### config.mk
export PLATFORM = sky130hd
export DESIGN_NAME = cpu_path_sequencer
export DESIGN_NICKNAME = d
export VERILOG_FILES = /design/src/rtl/cpu_path_sequencer.sv
export SDC_FILE = /design/constraint.sdc
export NUM_CORES = 1
export LEC_CHECK = 0
export BUFFER_PORTS_ARGS = -buffer_cell sky130_fd_sc_hd__buf_2
export CAP_MARGIN = 5
export CORE_UTILIZATION = 45
export DETAILED_ROUTE_END_ITERATION = 7
export GPL_ROUTABILITY_DRIVEN = 0
export PLACE_DENSITY = 0.78
export SYNTH_ARGS = -nofsm -noshare
export SYNTH_HDL_FRONTEND = slang
export SYNTH_SLANG_ARGS = --single-unit
### constraint.sdc
create_clock -name clk -period 5.25 [get_ports clk]
set_input_delay 1.05 -clock clk [delete_from_list [all_inputs] [get_ports clk]]
set_output_delay 1.05 -clock clk [all_outputs]
set_load 0.02 [all_outputs]
### src/rtl/cpu_path_sequencer.sv
// ---------------------------------------------------------------------------
// cpu_path_sequencer
// Host-side controller for one path-planning run of a RISC-V CPU. It holds the
// CPU in reset while it preloads the four mailbox words (SP, EP, NODE_POINT,
// CPU_DONE) through the CPU's external write port. It then releases the CPU
// and captures every NODE_POINT store into a show-ahead FIFO. The run ends on
// a CPU_DONE store of 1, or when the watchdog expires.
//
// Ports
//   clk, reset                    : clock, asynchronous active-high reset
//   start, start_point, end_point : run request and the SP/EP node indices
//   cpu_reset                     : drives the CPU reset input
//   Ext_MemWrite/WriteData/DataAdr: preload write port into the CPU memory
//   MemWrite/WriteData/DataAdr    : CPU store bus (monitored only)
//   node_rd, node_data, node_empty, node_count, node_overflow : node FIFO
//   busy, done, timeout           : run status
// ---------------------------------------------------------------------------
module cpu_path_sequencer #(
  parameter logic [31:0] MBOX_BASE      = 32'h0200_0000,
  parameter int          NODE_DEPTH     = 32,
  parameter int          TIMEOUT_CYCLES = 100000
) (
  input  logic                            clk,
  input  logic                            reset,
  input  logic                            start,
  input  logic [4:0]                      start_point,
  input  logic [4:0]                      end_point,
  output logic                            cpu_reset,
  output logic                            Ext_MemWrite,
  output logic [31:0]                     Ext_WriteData,
  output logic [31:0]                     Ext_DataAdr,
  input  logic                            MemWrite,
  input  logic [31:0]                     WriteData,
  input  logic [31:0]                     DataAdr,
  input  logic                            node_rd,
  output logic [4:0]                      node_data,
  output logic                            node_empty,
  output logic [$clog2(NODE_DEPTH+1)-1:0] node_count,
  output logic                            node_overflow,
  output logic                            busy,
  output logic                            done,
  output logic                            timeout
);

  localparam int PTR_W = $clog2(NODE_DEPTH);
  localparam int CNT_W = $clog2(NODE_DEPTH + 1);
  localparam int WD_W  = $clog2(TIMEOUT_CYCLES + 1);

  typedef enum logic [3:0] {
    S_IDLE = 4'd0, S_W_SP = 4'd1, S_G_SP = 4'd2, S_W_EP = 4'd3,
    S_G_EP = 4'd4, S_W_NP = 4'd5, S_G_NP = 4'd6, S_W_DN = 4'd7,
    S_G_DN = 4'd8, S_RUN  = 4'd9, S_DONE = 4'd10, S_TIMEOUT = 4'd11
  } state_t;

  state_t             r_state;
  state_t             w_next_state;
  logic [4:0]         r_ep;
  logic [WD_W-1:0]    r_wd;
  logic [PTR_W-1:0]   r_wr_ptr;
  logic [PTR_W-1:0]   r_rd_ptr;
  logic [CNT_W-1:0]   r_count;
  logic [CNT_W-1:0]   w_count_next;
  logic [4:0]         r_mem [NODE_DEPTH];

  logic w_parked;
  logic w_accept;
  logic w_node_wr;
  logic w_done_wr;
  logic w_wd_hit;
  logic w_full;
  logic w_pop;
  logic w_push;
  logic w_drop;

  // Start is only honoured while the CPU is parked in reset.
  assign w_parked  = (r_state == S_IDLE) || (r_state == S_DONE) || (r_state == S_TIMEOUT);
  assign w_accept  = w_parked && start;
  assign w_node_wr = (r_state == S_RUN) && MemWrite && (DataAdr == MBOX_BASE + 32'h8);
  assign w_done_wr = (r_state == S_RUN) && MemWrite && (DataAdr == MBOX_BASE + 32'hc)
                     && (WriteData == 32'd1);
  assign w_wd_hit  = (r_wd == WD_W'(TIMEOUT_CYCLES - 1));
  assign w_full    = (r_count == CNT_W'(NODE_DEPTH));
  assign w_pop     = node_rd && (r_count != {CNT_W{1'b0}});
  // A pop in the same cycle frees the slot, so a push into a full FIFO is kept.
  assign w_push    = w_node_wr && (!w_full || w_pop);
  assign w_drop    = w_node_wr && w_full && !w_pop;
  assign node_count = r_count;

  // Next-state selection; DONE takes priority over the watchdog in RUN.
  always_comb begin
    w_next_state = r_state;
    case (r_state)
      S_IDLE, S_DONE, S_TIMEOUT: begin
        if (start) w_next_state = S_W_SP;
        else       w_next_state = r_state;
      end
      S_W_SP: w_next_state = S_G_SP;
      S_G_SP: w_next_state = S_W_EP;
      S_W_EP: w_next_state = S_G_EP;
      S_G_EP: w_next_state = S_W_NP;
      S_W_NP: w_next_state = S_G_NP;
      S_G_NP: w_next_state = S_W_DN;
      S_W_DN: w_next_state = S_G_DN;
      S_G_DN: w_next_state = S_RUN;
      S_RUN: begin
        if (w_done_wr)     w_next_state = S_DONE;
        else if (w_wd_hit) w_next_state = S_TIMEOUT;
        else               w_next_state = S_RUN;
      end
      default: w_next_state = S_IDLE;
    endcase
  end

  // Sequencer state plus all run-control outputs, decoded from the next state.
  always_ff @(posedge clk or posedge reset) begin
    if (reset) begin
      r_state       <= S_IDLE;
      r_ep          <= 5'd0;
      cpu_reset     <= 1'b1;
      Ext_MemWrite  <= 1'b0;
      Ext_WriteData <= 32'd0;
      Ext_DataAdr   <= 32'd0;
      busy          <= 1'b0;
      done          <= 1'b0;
      timeout       <= 1'b0;
    end else begin
      r_state   <= w_next_state;
      if (w_accept) r_ep <= end_point;
      cpu_reset <= (w_next_state != S_RUN);
      busy      <= !((w_next_state == S_IDLE) || (w_next_state == S_DONE)
                     || (w_next_state == S_TIMEOUT));
      done      <= (w_next_state == S_DONE);
      timeout   <= (w_next_state == S_TIMEOUT);
      case (w_next_state)
        // W_SP is only reached from the accepting edge, so SP comes straight from the port.
        S_W_SP: begin
          Ext_MemWrite  <= 1'b1;
          Ext_WriteData <= {27'd0, start_point};
          Ext_DataAdr   <= MBOX_BASE;
        end
        S_W_EP: begin
          Ext_MemWrite  <= 1'b1;
          Ext_WriteData <= {27'd0, r_ep};
          Ext_DataAdr   <= MBOX_BASE + 32'h4;
        end
        S_W_NP: begin
          Ext_MemWrite  <= 1'b1;
          Ext_WriteData <= 32'd0;
          Ext_DataAdr   <= MBOX_BASE + 32'h8;
        end
        S_W_DN: begin
          Ext_MemWrite  <= 1'b1;
          Ext_WriteData <= 32'd0;
          Ext_DataAdr   <= MBOX_BASE + 32'hc;
        end
        default: begin
          Ext_MemWrite  <= 1'b0;
          Ext_WriteData <= 32'd0;
          Ext_DataAdr   <= 32'd0;
        end
      endcase
    end
  end

  // Watchdog: zero on RUN entry, counts each RUN cycle that stays in RUN.
  always_ff @(posedge clk or posedge reset) begin
    if (reset) begin
      r_wd <= {WD_W{1'b0}};
    end else if ((r_state == S_RUN) && (w_next_state == S_RUN)) begin
      r_wd <= r_wd + WD_W'(1);
    end else begin
      r_wd <= {WD_W{1'b0}};
    end
  end

  // FIFO occupancy after this cycle's push/pop.
  always_comb begin
    w_count_next = r_count;
    case ({w_push, w_pop})
      2'b10:   w_count_next = r_count + CNT_W'(1);
      2'b01:   w_count_next = r_count - CNT_W'(1);
      default: w_count_next = r_count;
    endcase
  end

  // FIFO pointers, flags and the registered show-ahead head.
  always_ff @(posedge clk or posedge reset) begin
    if (reset) begin
      r_wr_ptr      <= {PTR_W{1'b0}};
      r_rd_ptr      <= {PTR_W{1'b0}};
      r_count       <= {CNT_W{1'b0}};
      node_empty    <= 1'b1;
      node_data     <= 5'd0;
      node_overflow <= 1'b0;
    end else if (w_accept) begin
      r_wr_ptr      <= {PTR_W{1'b0}};
      r_rd_ptr      <= {PTR_W{1'b0}};
      r_count       <= {CNT_W{1'b0}};
      node_empty    <= 1'b1;
      node_data     <= 5'd0;
      node_overflow <= 1'b0;
    end else begin
      if (w_push) r_wr_ptr <= r_wr_ptr + PTR_W'(1);
      if (w_pop)  r_rd_ptr <= r_rd_ptr + PTR_W'(1);
      if (w_drop) node_overflow <= 1'b1;
      r_count    <= w_count_next;
      node_empty <= (w_count_next == {CNT_W{1'b0}});
      // The head is either the next stored entry or, when the FIFO drains
      // to the incoming word, that word bypassed from the store bus.
      if (w_pop) begin
        if (r_count == CNT_W'(1)) node_data <= w_push ? WriteData[4:0] : 5'd0;
        else                      node_data <= r_mem[r_rd_ptr + PTR_W'(1)];
      end else if ((r_count == {CNT_W{1'b0}}) && w_push) begin
        node_data <= WriteData[4:0];
      end
    end
  end

  // Node storage; contents need no reset since occupancy guards every read.
  always_ff @(posedge clk) begin
    if (w_push) r_mem[r_wr_ptr] <= WriteData[4:0];
  end

endmodule
# Word level (Yosys, flattened, before mapping)
# Memory sizes are Yosys's and may differ from the RTL's.
# Index checks and enable logic that the tools add are counted.
# W data, S select, Z words.
[totals]
out_inout_bits = 82
ff_bits = 118
ram_bits = 160
in_bits = 79
n_memories = 1
wordCells = 103
[mem_list]
columns = ["memory", "words", "word_bits", "read_ports", "rd_ports_with_merged_regs", "wr", "line_no", "rtl"]
rows = [
  ["r_mem", 32, 5, 1, 0, 1, "63", "logic [4:0] r_mem [NODE_DEPTH];"],
]
[op_classes]
mux = 24
eq_ne = 27
reduce_logical = 30
addsub = 5
[ops]
columns = ["cell", "n"]
rows = [
  ["$pmux W26 S4", 1],
  ["$eq A32 B26 Y1 const B", 2],
  ["$mux W5", 9],
  ["$pmux W4 S10", 1],
  ["$eq A32 B1 Y1 const B", 1],
  ["$eq A4 B4 Y1 const B", 7],
  ["$eq A4 B3 Y1 const B", 6],
  ["$add A17 B1 Y17 const B", 1],
  ["$eq A17 B17 Y1 const B", 1],
  ["$mux W17", 1],
  ["$eq A4 B2 Y1 const B", 3],
  ["$logic_not A6 Y1", 2],
  ["$pmux W6 S2", 1],
  ["$logic_and A1 B1 Y1", 11],
  ["$add A5 B1 Y5 const B", 2],
  ["$pmux W5 S2", 1],
  ["$eq A4 B1 Y1 const B", 2],
  ["$logic_not A4 Y1", 2],
  ["$add A6 B1 Y6 const B", 1],
  ["$eq A6 B1 Y1 const B", 1],
  ["$eq A6 B6 Y1 const B", 1],
  ["$mux W1", 6],
  ["$mux W6", 1],
  ["$reduce_bool A2 Y1", 3],
  ["other kinds (12)", 19],
]

# Depth between registers and ports, before layout
[logic_depth]
ltp_word = 10
mapped_depth = 10
mapped_depth_nobuf = 9

# Worst setup path after synthesis
# No wires, ideal clock.
[synth_timing]
kind = "input to register"
start = "input DataAdr[12]"
end = "memory r_mem[29][0], enable pin"
setup_time_ps = 339
n_path_buf = 1
path_stages = 7
t_arrival_ps = 2774
required_time_ps = 4911
slack_ps = 2136
cell_sequence = "nor4b_1 > and4_1 > nand4_1 > clkbuf_8 > nor2_2 > nand2_1 > nor2_1"
[synth_between]
elab_chain_cells = 5
[synth_lines]
columns = ["element", "line_no", "rtl"]
rows = [
  ["start, declared", "34", "input logic [31:0] DataAdr,"],
  ["$eq A32 B26 Y1", "78", "assign w_node_wr = (r_state == S_RUN) && MemWrite && (DataAdr == MBOX_BASE + 32'h8);"],
  ["$logic_and A1 B1 Y1", "78", ""],
  ["$logic_and A1 B1 Y1", "85", "assign w_push = w_node_wr && (!w_full || w_pop);"],
  ["$mux W1", "221", "if (w_push) r_mem[r_wr_ptr] <= WriteData[4:0];"],
  ["$mux W1 (not written as such)", "221", ""],
  ["end, declared", "63", ""],
]
# Every way passes these cells.

# Worst setup path in the final report
[layout_timing]
start = "input DataAdr[9]"
end = "memory r_mem[2][4], enable pin"
# The elaborated chain is that of the path after synthesis.

==> results.cfg <==
[outcome]
status = finished with violations
violations = design-rule violations

[placement]
port-buffer-count = 104
pre_cts_slack_ns = 0.9004
dp_hpwl_um = 15220

[setup_path]
setup.worst_path.end_class = flop
critPathKind = in -> reg
crit_path_start = DataAdr[9]
path_max_fanout = 11
cp.arrival_ns = 3.96
r2r-start = r_rd_ptr[0]
required_ns = 5.41
critPathLaunchType = input port

[drt]
drc = 29
drt-total-wl_um = 22660
drt_iter0_drc = 531
wl_per_cell_um = 20.92
via_count = 6090
viasPerCell = 5.623
first_pass_iters = 7
postRouteAntennaNets = 0

[sta]
period_needed_ns = 3.798
max_freq_mhz = 263.3
finalClockSkew_ns = 0.01370
rsz0062_at_grt = false
drv_slew = 0
fin_crit_sh = 0.7234
slew_headroom = 0.2728
worstMarginPinSlew_ns = 1.087
hold_viol = 0
finalSetupViolCount = 0
tns_ns = 0
whs_ns = 0.4847
setup_slack_ns = 1.452

[cts]
cts_resized = 0
clk_latency_ns = 0.52
cts_tree = done
cts_inserted_buffers = 23
cts.sinks = 221
clkTransAtPathRegs_ns = 0.06
clock-root-buffer = clkbuf_16
hold_buffers = 0
postCtsSetupRepairBufs = 0
htreeDepth = 1
cts_buffer_depth = 3

[die]
start_util = 0.4630
rows = 54
dieArea_um2 = 23200
io_pins = 161
die_y_um = 152.3
core-area_um2 = 21960
die_w_um = 152.3

[synth]
seq_area_frac_synth = 0.6229
ys_seq_elements = 221
synth_flop_cell = edfxtp_1
async_flop_share = 0.2760
synth_cell_types = 63
synth-warning-count = 0
synth_cells = 675
syn_area_per_cell_um2 = 15.06
synth-edff-count = 160
syn_area_um2 = 10170

[power]
p_per_area_nw_per_um2 = 477.8
leakagePower_nw = 4.323
max-vdd-ir-drop_uv = 279.4

[cells_and_area]
layout_commonest_cell = edfxtp_1
multi_input_area_um2 = 3366
fill_cells = 1783
final_cell_mix = edfxtp_1 (160), buf_2 (104), nor2_1 (92), dfrtp_1 (58), conb_1 (56)
seqCellArea_um2 = 6335
layout.nets = 873
syn2layout_area_growth_pct = 11.89
drive_above_1_share = 0.2294
fin_util = 0.5181

[flow_run]
cap_violations = 0

[global_routing]
first_global_vias = 5875
grt_max_degree = 42
grt_pass1_wl_um = 34610
gr-total-overflow = 0
grt_usage = 0.1975
antenna_found_initial = 1

[worst_hold_path]
hp-class = reg -> reg
min-delay-start = r_wd[0]
## sequential cells by signal (all words and copies together) (netlist names), 3 cells and up
name and count:
r_ep 5, node_count 6, r_wd 17, Ext_DataAdr 3, node_data 5, r_wr_ptr 5, Ext_WriteData 5, r_mem 160
r_state 4, r_rd_ptr 5
## metrics by stage
| step | cell area (um^2) | cells | power (W) |
|---|---|---|---|
| final | 11380 | 1083 | 0.005435 |
| after global routing | 11380 | 1083 | 0.005676 |
| after CTS | 11370 | 1082 | 0.005462 |
| after detailed placement | 10680 | 1040 | 0.003956 |
| after global placement | 10680 | 1040 | 0.003903 |
| after floorplan | 10370 | 730 | 0.003594 |
## power breakdown
| group | switching [W] | internal, W | total [W] |
|---|---|---|---|
| logic | 0.000923 | 0.000814 | 0.00174 |
| clock network | 0.000645 | 0.000871 | 0.00152 |
| registers | 0.000172 | 0.00201 | 0.00218 |
| total | 0.00174 | 0.00369 | 0.00543 |
## path summary, 6_finish.rpt
check,endpoint,slack [ns],cells past startpoint
setup / recovery,r_mem[2][4],1.45,7
hold / removal,r_wd[0],0.48,1
setup reg to reg,node_data[3],1.76,8
hold reg to reg,r_wd[0],0.48,1
max in group asynchronous,node_empty,3.72,3
min in group asynchronous,r_wd[4],0.59,2
## area by class of cell
cell class	count	area share
diodes	1	0.0002200
clock buffers	30	0.05378
clock inverters	12	0.007479
inverters	8	0.002640
multi-input cells	417	0.2959
flip-flops and latches	221	0.5569
well taps	280	0.03080
repair buffers	114	0.05235
## Yosys cell counts (2+ instances only)
cell type,count,area [um^2]
clkbuf_8,4,55.05
xor2_1,20,175.2
nor4_1,12,75.07
mux4_1,31,814.5
mux2_2,5,56.30
nor2b_1,3,18.77
buf_2,5,25.02
dfstp_2,2,52.55
a211oi_1,8,60.06
mux2i_1,8,80.08
or3b_2,2,17.52
buf_6,7,78.83
a22o_1,5,43.79
ha_1,9,112.6
nand2b_1,4,25.02
a21oi_1,9,45.04
and4_1,5,43.79
nor2_1,92,345.3
o22ai_1,2,12.51
and3_1,6,37.54
nor4b_1,4,35.03
nand2_1,25,93.84
nand3b_1,4,30.03
clkbuf_1,7,26.28
o21a_1,3,22.52
mux4_2,19,427.9
o31ai_1,2,15.01
xnor2_1,10,87.58
nand4_1,10,62.56
inv_1,8,30.03
and2_1,2,12.51
dfrtp_1,59,1476
edfxtp_1,160,4805
o21ai_0,8,40.04
nor3_1,14,70.07
or3_1,2,12.51
nor4bb_1,2,20.02
buf_4,57,427.9
nand3_1,16,80.08
## routing by layer
metal	track usage	routed length, um
met5	0	0
met4	0.05637	627
met3	0.04181	2036
met2	0.3300	11250
met1	0.2616	8741
## critical path, cell delays in order
cell	delay, ns
buf_2	0.12
nor4_1	0.45
and4_1	0.31
nand4_1	0.47
nor2_2	0.55
nand2_1	0.49
nor2_1	0.51
## logic make-up (layout without fill, tap and decap cells)
group | count (synthesis) | in the layout | share of synthesized area
flip-flops | 221 | 221 | 0.6229
AND/OR/NAND/NOR | 212 | 212 | 0.1050
buffers and inverters | 92 | 164 | 0.06695
multiplexers | 63 | 63 | 0.1356
AO/OA/AOI/OAI | 46 | 46 | 0.03064
XOR/XNOR | 31 | 31 | 0.02744
adder cells (fa/ha/maj) | 9 | 9 | 0.01108
other | 1 | 57 | 0.0003688
No activity file was read; power rests on OpenSTA's default activity.
